===== config.mk =====
export PLATFORM = sky130hd
export DESIGN_NAME = aegis_x_host_driver
export DESIGN_NICKNAME = d
export VERILOG_FILES = /design/src/rtl/aegis_pkg.sv /design/src/rtl/aegis_nibble_sel.sv /design/src/rtl/aegis_x_host_driver.sv
export SDC_FILE = /design/constraint.sdc
export NUM_CORES = 1
export LEC_CHECK = 0
export ABC_AREA = 1
export BUFFER_PORTS_ARGS = -buffer_cell sky130_fd_sc_hd__buf_2
export CORE_MARGIN = 1
export CORE_UTILIZATION = 58
export DETAILED_ROUTE_END_ITERATION = 7
export PLACE_DENSITY = 0.89
export SETUP_SLACK_MARGIN = 0.2
export SLEW_MARGIN = 0
export SYNTH_ARGS = -nofsm -noshare
export SYNTH_HDL_FRONTEND = slang
export SYNTH_SLANG_ARGS = --single-unit

===== constraint.sdc =====
create_clock -name clk -period 2.7 [get_ports clk]
set_input_delay 0.54 -clock clk [delete_from_list [all_inputs] [get_ports clk]]
set_output_delay 0.54 -clock clk [all_outputs]
set_load 0.1 [all_outputs]

===== src/rtl/aegis_pkg.sv =====
// rtl/aegis_pkg.sv - shared states, bus field positions and park word for the AegisX host driver
package aegis_pkg;

  typedef enum logic [2:0] {IDLE, LOAD, COMP, HOLD, SAMPLE, DONE} state_t;

  localparam int START_BIT = 4;
  localparam int MODE_BIT  = 5;
  localparam int NIBBLE_W  = 4;
  localparam int NIBBLES   = 16;

  localparam logic [7:0] PARK = 8'h10;

  function automatic logic [7:0] drv_word(input logic mode, input logic start,
                                          input logic [NIBBLE_W-1:0] nib);
    logic [7:0] w;
    w = 8'h00;
    w[MODE_BIT]  = mode;
    w[START_BIT] = start;
    w[NIBBLE_W-1:0] = nib;
    return w;
  endfunction

endpackage


===== src/rtl/aegis_nibble_sel.sv =====
// rtl/aegis_nibble_sel.sv - combinational 64-to-4 nibble selector, MSB-first or LSB-first order
module aegis_nibble_sel
  import aegis_pkg::*;
(
  input  logic [63:0]         word,
  input  logic [3:0]          index,
  input  logic                msb_first,
  output logic [NIBBLE_W-1:0] nibble
);

  logic [3:0] w_pos;

  assign w_pos  = msb_first ? (4'(NIBBLES - 1) - index) : index;
  assign nibble = word[{w_pos, 2'b00} +: NIBBLE_W];

endmodule


===== src/rtl/aegis_x_host_driver.sv =====
// rtl/aegis_x_host_driver.sv - serialises an operand pair onto the engine control bus and returns the result byte
module aegis_x_host_driver
  import aegis_pkg::*;
#(
  parameter int SETTLE  = 2,
  parameter int NIBBLES = 16
) (
  input  logic        clk,
  input  logic        rst,
  input  logic        op_valid,
  output logic        op_ready,
  input  logic [63:0] op_a,
  input  logic [63:0] op_b,
  input  logic        op_mode,
  output logic [7:0]  drv_out,
  input  logic [7:0]  res_in,
  output logic        res_valid,
  input  logic        res_ready,
  output logic [7:0]  res_byte
);

  state_t      r_state, w_state_nxt;
  logic [4:0]  r_cnt, w_cnt_nxt;
  logic [63:0] r_a, r_b;
  logic        r_mode;
  logic [7:0]  r_drv, w_drv_nxt;
  logic        r_res_valid, w_res_valid_nxt;
  logic [7:0]  r_res_byte, w_res_byte_nxt;
  logic        w_capture;
  logic [3:0]  w_idx;
  logic [3:0]  w_a_nib, w_b_nib;

  // Nibble 0 of each operand is driven on the transition edge, so the counter looks one ahead.
  assign w_idx = r_cnt[3:0] + 4'd1;

  aegis_nibble_sel u_sel_a (
    .word      (r_a),
    .index     (w_idx),
    .msb_first (1'b1),
    .nibble    (w_a_nib)
  );

  aegis_nibble_sel u_sel_b (
    .word      (r_b),
    .index     (w_idx),
    .msb_first (1'b0),
    .nibble    (w_b_nib)
  );

  always_comb begin
    w_state_nxt     = r_state;
    w_cnt_nxt       = r_cnt;
    w_drv_nxt       = r_drv;
    w_res_valid_nxt = r_res_valid;
    w_res_byte_nxt  = r_res_byte;
    w_capture       = 1'b0;
    case (r_state)
      IDLE: begin
        if (op_valid) begin
          w_capture   = 1'b1;
          w_drv_nxt   = drv_word(op_mode, 1'b0, op_a[63:60]);
          w_cnt_nxt   = 5'd0;
          w_state_nxt = LOAD;
        end
      end
      LOAD: begin
        w_cnt_nxt = r_cnt + 5'd1;
        w_drv_nxt = drv_word(r_mode, 1'b0, w_a_nib);
        if (r_cnt == 5'(NIBBLES - 1)) begin
          w_drv_nxt   = drv_word(r_mode, 1'b1, r_b[3:0]);
          w_cnt_nxt   = 5'd0;
          w_state_nxt = COMP;
        end
      end
      COMP: begin
        w_cnt_nxt = r_cnt + 5'd1;
        w_drv_nxt = drv_word(r_mode, 1'b1, w_b_nib);
        if (r_cnt == 5'(NIBBLES - 1)) begin
          w_drv_nxt   = drv_word(r_mode, 1'b1, 4'h0);
          w_cnt_nxt   = 5'd0;
          w_state_nxt = HOLD;
        end
      end
      HOLD: begin
        w_cnt_nxt = r_cnt + 5'd1;
        if (r_cnt == 5'(SETTLE - 1)) begin
          w_cnt_nxt   = 5'd0;
          w_state_nxt = SAMPLE;
        end
      end
      SAMPLE: begin
        w_res_byte_nxt  = res_in;
        w_res_valid_nxt = 1'b1;
        w_state_nxt     = DONE;
      end
      DONE: begin
        if (res_ready) begin
          w_res_valid_nxt = 1'b0;
          w_state_nxt     = IDLE;
        end
      end
      default: w_state_nxt = IDLE;
    endcase
  end

  always_ff @(posedge clk) begin
    if (rst) begin
      r_state     <= IDLE;
      r_cnt       <= 5'd0;
      r_a         <= 64'd0;
      r_b         <= 64'd0;
      r_mode      <= 1'b0;
      r_drv       <= PARK;
      r_res_valid <= 1'b0;
      r_res_byte  <= 8'h00;
    end else begin
      r_state     <= w_state_nxt;
      r_cnt       <= w_cnt_nxt;
      r_drv       <= w_drv_nxt;
      r_res_valid <= w_res_valid_nxt;
      r_res_byte  <= w_res_byte_nxt;
      if (w_capture) begin
        r_a    <= op_a;
        r_b    <= op_b;
        r_mode <= op_mode;
      end
    end
  end

  assign op_ready  = (r_state == IDLE);
  assign drv_out   = r_drv;
  assign res_valid = r_res_valid;
  assign res_byte  = r_res_byte;

endmodule


; ---- Word level (Yosys, flattened, before mapping)
; Cells that the tools add are included.
[op_classes]
n_addsub = 3
n_eq_ne = 12
n_shift = 2
muxes = 18
reduce_logical = 9
[op_table]
columns = op, n
row1 = $shiftx A64 B7 Y4, 2
row2 = $pmux W8 S3, 1
row3 = $mux W5, 4
row4 = $pmux W3 S6, 1
row5 = $mux W3, 5
row6 = $pmux W5 S3, 1
row7 = $ne A2 B2 Y1 const B, 5
row8 = $mux W8, 1
row9 = $eq A3 B2 Y1 const B, 2
row10 = $eq A3 B3 Y1 const B, 2
row11 = $reduce_and A2 Y1, 3
row12 = $reduce_bool A3 Y1, 2
row13 = $add A5 B1 Y5 const B, 1
row14 = $eq A5 B1 Y1 const B, 1
row15 = $eq A5 B4 Y1 const B, 1
row16 = $reduce_and A5 Y1, 1
row17 = $add A4 B1 Y4 const B, 1
row18 = $mux W4, 1
row19 = $sub A4 B4 Y4 const A, 1
row20 = $eq A3 B1 Y1 const B, 1
row21 = $logic_not A3 Y1, 1
row22 = $mux W1, 3
row23 = $pmux W1 S2, 1
row24 = $reduce_bool A2 Y1, 1
row25 = $reduce_or A2 Y1, 1
[word_totals]
ff_bits = 154
output_inout_bits = 18
word_cells = 52

; ---- Depth between registers and ports, before layout
[logic_depth]
ltp_word = 5
depth_mapped = 13
depth_no_buf = 11

; ---- Cells and area by module
; Synthesis repeated with hierarchy kept, for this count alone.
[hier_totals]
cells_unflattened = 1172
hier_area_um2 = 7927.6
[by_module_without_submodules]
columns = mod, instances, cells_each, area_each_um2, seq_area_each_um2
row1 = aegis_x_host_driver, 1, 760, 5888.1, 3042.9
row2 = aegis_nibble_sel, 2, 206, 1019.7, 0.0

; ---- Worst setup path before layout
; OpenSTA, ideal clock, no wires.
[synth_timing]
path_kind = flip-flop to flip-flop
start = register r_state[2]
end = register r_b[37]
setup_ps = 119
arrival_ps = 1866
required_time_ps = 2581
setup_slack_ps = 714
path_stages_with_launch = 9
cell_sequence = dfxtp_1 -> nor2_1 -> inv_1 -> nor2_4 -> nand2_2 -> buf_4 -> clkbuf_2 -> o21ai_0 -> a21oi_1
[synth_via]
elab_chain_len = 2
[synth_rtl]
columns = element, line
row1 = start: declaration, aegis_x_host_driver.sv:22  ; state_t r_state, w_state_nxt;
row2 = start signal: assignment, aegis_x_host_driver.sv:117  ; r_state <= w_state_nxt;
row3 = $logic_not A3 Y1, --
row4 = named net op_ready, aegis_x_host_driver.sv:11  ; output logic op_ready,
row5 = $mux W1, aegis_x_host_driver.sv:57  ; case (r_state)
row6 = end signal: assignment, aegis_x_host_driver.sv:124  ; r_b <= op_b;
row7 = end: declaration, aegis_x_host_driver.sv:24  ; logic [63:0] r_a, r_b;
; The timed path passes the listed nets, and every way through them passes these cells.
; A chain may end at the register's enable or synchronous reset.

; ---- Final worst setup path
[layout_timing]
start = register r_state[2]
end = output port op_ready
[layout_via]
elab_chain_len = 1
[layout_rtl]
columns = element, line
row1 = $logic_not A3 Y1, aegis_x_host_driver.sv:130  ; assign op_ready = (r_state == IDLE);
row2 = end: declaration, aegis_x_host_driver.sv:11
; Every way passes these cells.

==> metrics <==
Clock Sinks 152; clk slew on worst S/H paths 60 ps; reg2reg path depth 12; Tot Pwr 9.468 mW; final WL 17.99 mm; Iteration-0 DRC Markers 729; CP startpoint kind flip-flop; Setup crit end kind primary output; Seq/Total Area, Yosys 0.4387; setup_tns 0 ps; Final nets 1261; P_leak 3.794 nW; hold depth 3; vias in the first global route 6306; slew of the pin with the lowest slew margin 768.8 ps; TritonCTS clock tree done; Initial Util 0.6023; WP data required 2160 ps; P_sw 4.020 mW; Synth Register Bits 152; Post-DP Area 7709 um2; P_int 5.448 mW; slew margin rel. 0.4849; commonest non-fill, non-tap cell in the layout nand2_1; critical setup path kind flip-flop to primary output; largest net degree at the start of global routing 131; hpwl dp 12.10 mm; Die Wd 111.4 um; gr ovfl total 0; setup violators final 0; most frequent cells in the layout nand2_1, buf_2, dfxtp_1; cts hold-fix bufs 0; Ant. Diodes 0; WL/cell 14.13 um; Mapped Cells 1000; RSZ-0062 raised after global routing false; Worst Min Path Start res_in[5]; # IOs 159; average size of a mapped cell 6.937 um2; post-synthesis cell type count 33; crit path launch r_state[2]$_SDFFE_PP0P_; # resized after CTS 0; clock share of power 0.242; DRC 17; Worst Path Max Fanout 7; final RePlAce weighted congestion 0.8524; CTS root buf clkbuf_16; antenna violations before repair 0; cts bufs inserted 17; H-Tree Depth 4; Final Cell Area 8282 um2; VDD IR max 0.0006839 V; Sequential Power Share 0.338; TritonRoute pass-1 iters 8; Fmax 420.6 MHz; vias per std cell 5.464; Die Y 111.4 um; Clock Latency Late Sink 420 ps; Max Slew Vio Count 0; gr usage total 0.3005; clock skew 8.263 ps; max cap viols 0; Hold WC Path Type primary input to flip-flop; status complete, but fails checks; Tcrit/Tclk final 0.8807; Gate power share 0.419; via count 6956; DRT antenna net count 0; power per cell area 1143 nW/um2; Die Area 12400 um2; Rows 39; Core ar. 11520 um2; Cell Area, Synth 6937 um2; post-CTS setup buffers 0; failing checks design-rule violations; Area Overhead vs Synth 19.39%; # fillers 925; worst r2r src r_cnt[1]$_SDFFE_PP0P_; first-pass GRT wire length 30.05 mm; Hold Vio Cnt, Final 0; Bufs on Longest Clock Path 2; min cycle time layout 2378 ps; layout cell share with drive strength beyond 1 0.1867; IO buf count 156; crit path DAT 1840 ps; sw frac 0.4246; Ys Warns 0
-- power groups by stage --
| stage | Clock [mW] | Combinational (mW) | Sequential [mW] |
|---|---|---|---|
| after global routing | 2.41 | 4.43 | 3.27 |
| after CTS | 2.30 | 3.94 | 3.20 |
| final | 2.29 | 3.97 | 3.20 |
| after detailed placement | 0 | 3.88 | 3.24 |
| after global placement | 0 | 3.82 | 3.21 |
| after floorplan | 0 | 2.57 | 3.70 |
-- synthesized netlist by cell type --
library cell | number | share of area
a21oi_1 | 144 | 0.10
a221oi_1 | 1 | 0.0013
a31oi_1 | 2 | 0.0018
and2_4 | 1 | 0.0013
buf_1 | 1 | 0.00054
buf_2 | 23 | 0.017
buf_4 | 5 | 0.0054
buf_6 | 2 | 0.0032
clkbuf_1 | 36 | 0.019
clkbuf_2 | 4 | 0.0029
clkinv_1 | 1 | 0.00054
conb_1 | 1 | 0.00054
dfxtp_1 | 152 | 0.44
ha_1 | 3 | 0.0054
inv_1 | 144 | 0.078
inv_2 | 1 | 0.00054
nand2_1 | 166 | 0.090
nand2_2 | 1 | 0.00090
nand3_1 | 120 | 0.087
nand3_2 | 2 | 0.0029
nor2_1 | 31 | 0.017
nor2_2 | 2 | 0.0018
nor2_4 | 1 | 0.0016
nor3_1 | 1 | 0.00072
nor3_2 | 1 | 0.0014
nor4_1 | 1 | 0.00090
o211ai_1 | 4 | 0.0043
o21ai_0 | 134 | 0.097
o21ai_1 | 9 | 0.0065
o22ai_1 | 2 | 0.0018
xnor2_2 | 1 | 0.0023
xor2_1 | 2 | 0.0025
xor2_2 | 1 | 0.0023
-- layout make-up --
type / count / area (um2) / area share
Sequential cell: 152 / 3044 / 0.3676
Multi-Input combinational cell: 632 / 3029 / 0.3658
Timing Repair Buffer: 168 / 908.4 / 0.1097
Inverter: 146 / 548.0 / 0.06617
Clock buffer: 20 / 446.7 / 0.05394
Tap cell: 143 / 178.9 / 0.02160
Clock inverter: 12 / 126.4 / 0.01526
-- per-layer routing --
metal | GRT usage | part of all wire | wire (um)
met2 | 0.4938 | 0.48 | 8700
met4 | 0.1099 | 0.022 | 399
met3 | 0.06206 | 0.071 | 1283
met5 | 0 | 0 | 0
met1 | 0.3919 | 0.42 | 7604
-- final timing paths --
check                                                 to  slack (ps)
worst max-delay path                            op_ready         320
worst min-delay path            res_byte[5]$_SDFFE_PP0P_         350
worst max register to register   drv_out[2]$_SDFFE_PP0P_         640
worst min register to register       r_a[8]$_SDFFE_PP0P_         450
-- kinds of logic (layout without fill, tap and decap cells) --
group	Yosys count	count (layout)	synth area share
fa+ha+maj	3	3	0.005412
flops	152	152	0.4387
simple gates	327	327	0.2047
xor+xnor	4	4	0.007217
buf+inv	217	346	0.1272
other cells	1	2	0.0005406
compound gates	296	296	0.2163
-- sequential cells by signal, summed over array words and instances (netlist names) --
signal     count
drv_out        6
r_a           64
r_b           64
r_cnt          5
r_mode         1
r_state        3
res_byte       8
res_valid      1
-- worst max-delay path, stage by stage, from the launching register on --
cell and delay, ps:
dfxtp_1 370, nor2_1 210, inv_1 110, nor2_4 250
buf_2 490
-- metrics by stage --
step,worst slack [ps],util,hold WS [ps],std cells
after floorplan,714.4,-,429.2,1001
after global placement,745.7,0.6694,438.2,1241
after detailed placement,696.7,0.6694,444.8,1241
after CTS,322.0,0.7191,341.4,1273
after global routing,251.4,0.7191,357.3,1273
final,322.2,0.7191,351.5,1273
No activity file was read; power rests on OpenSTA's default activity.
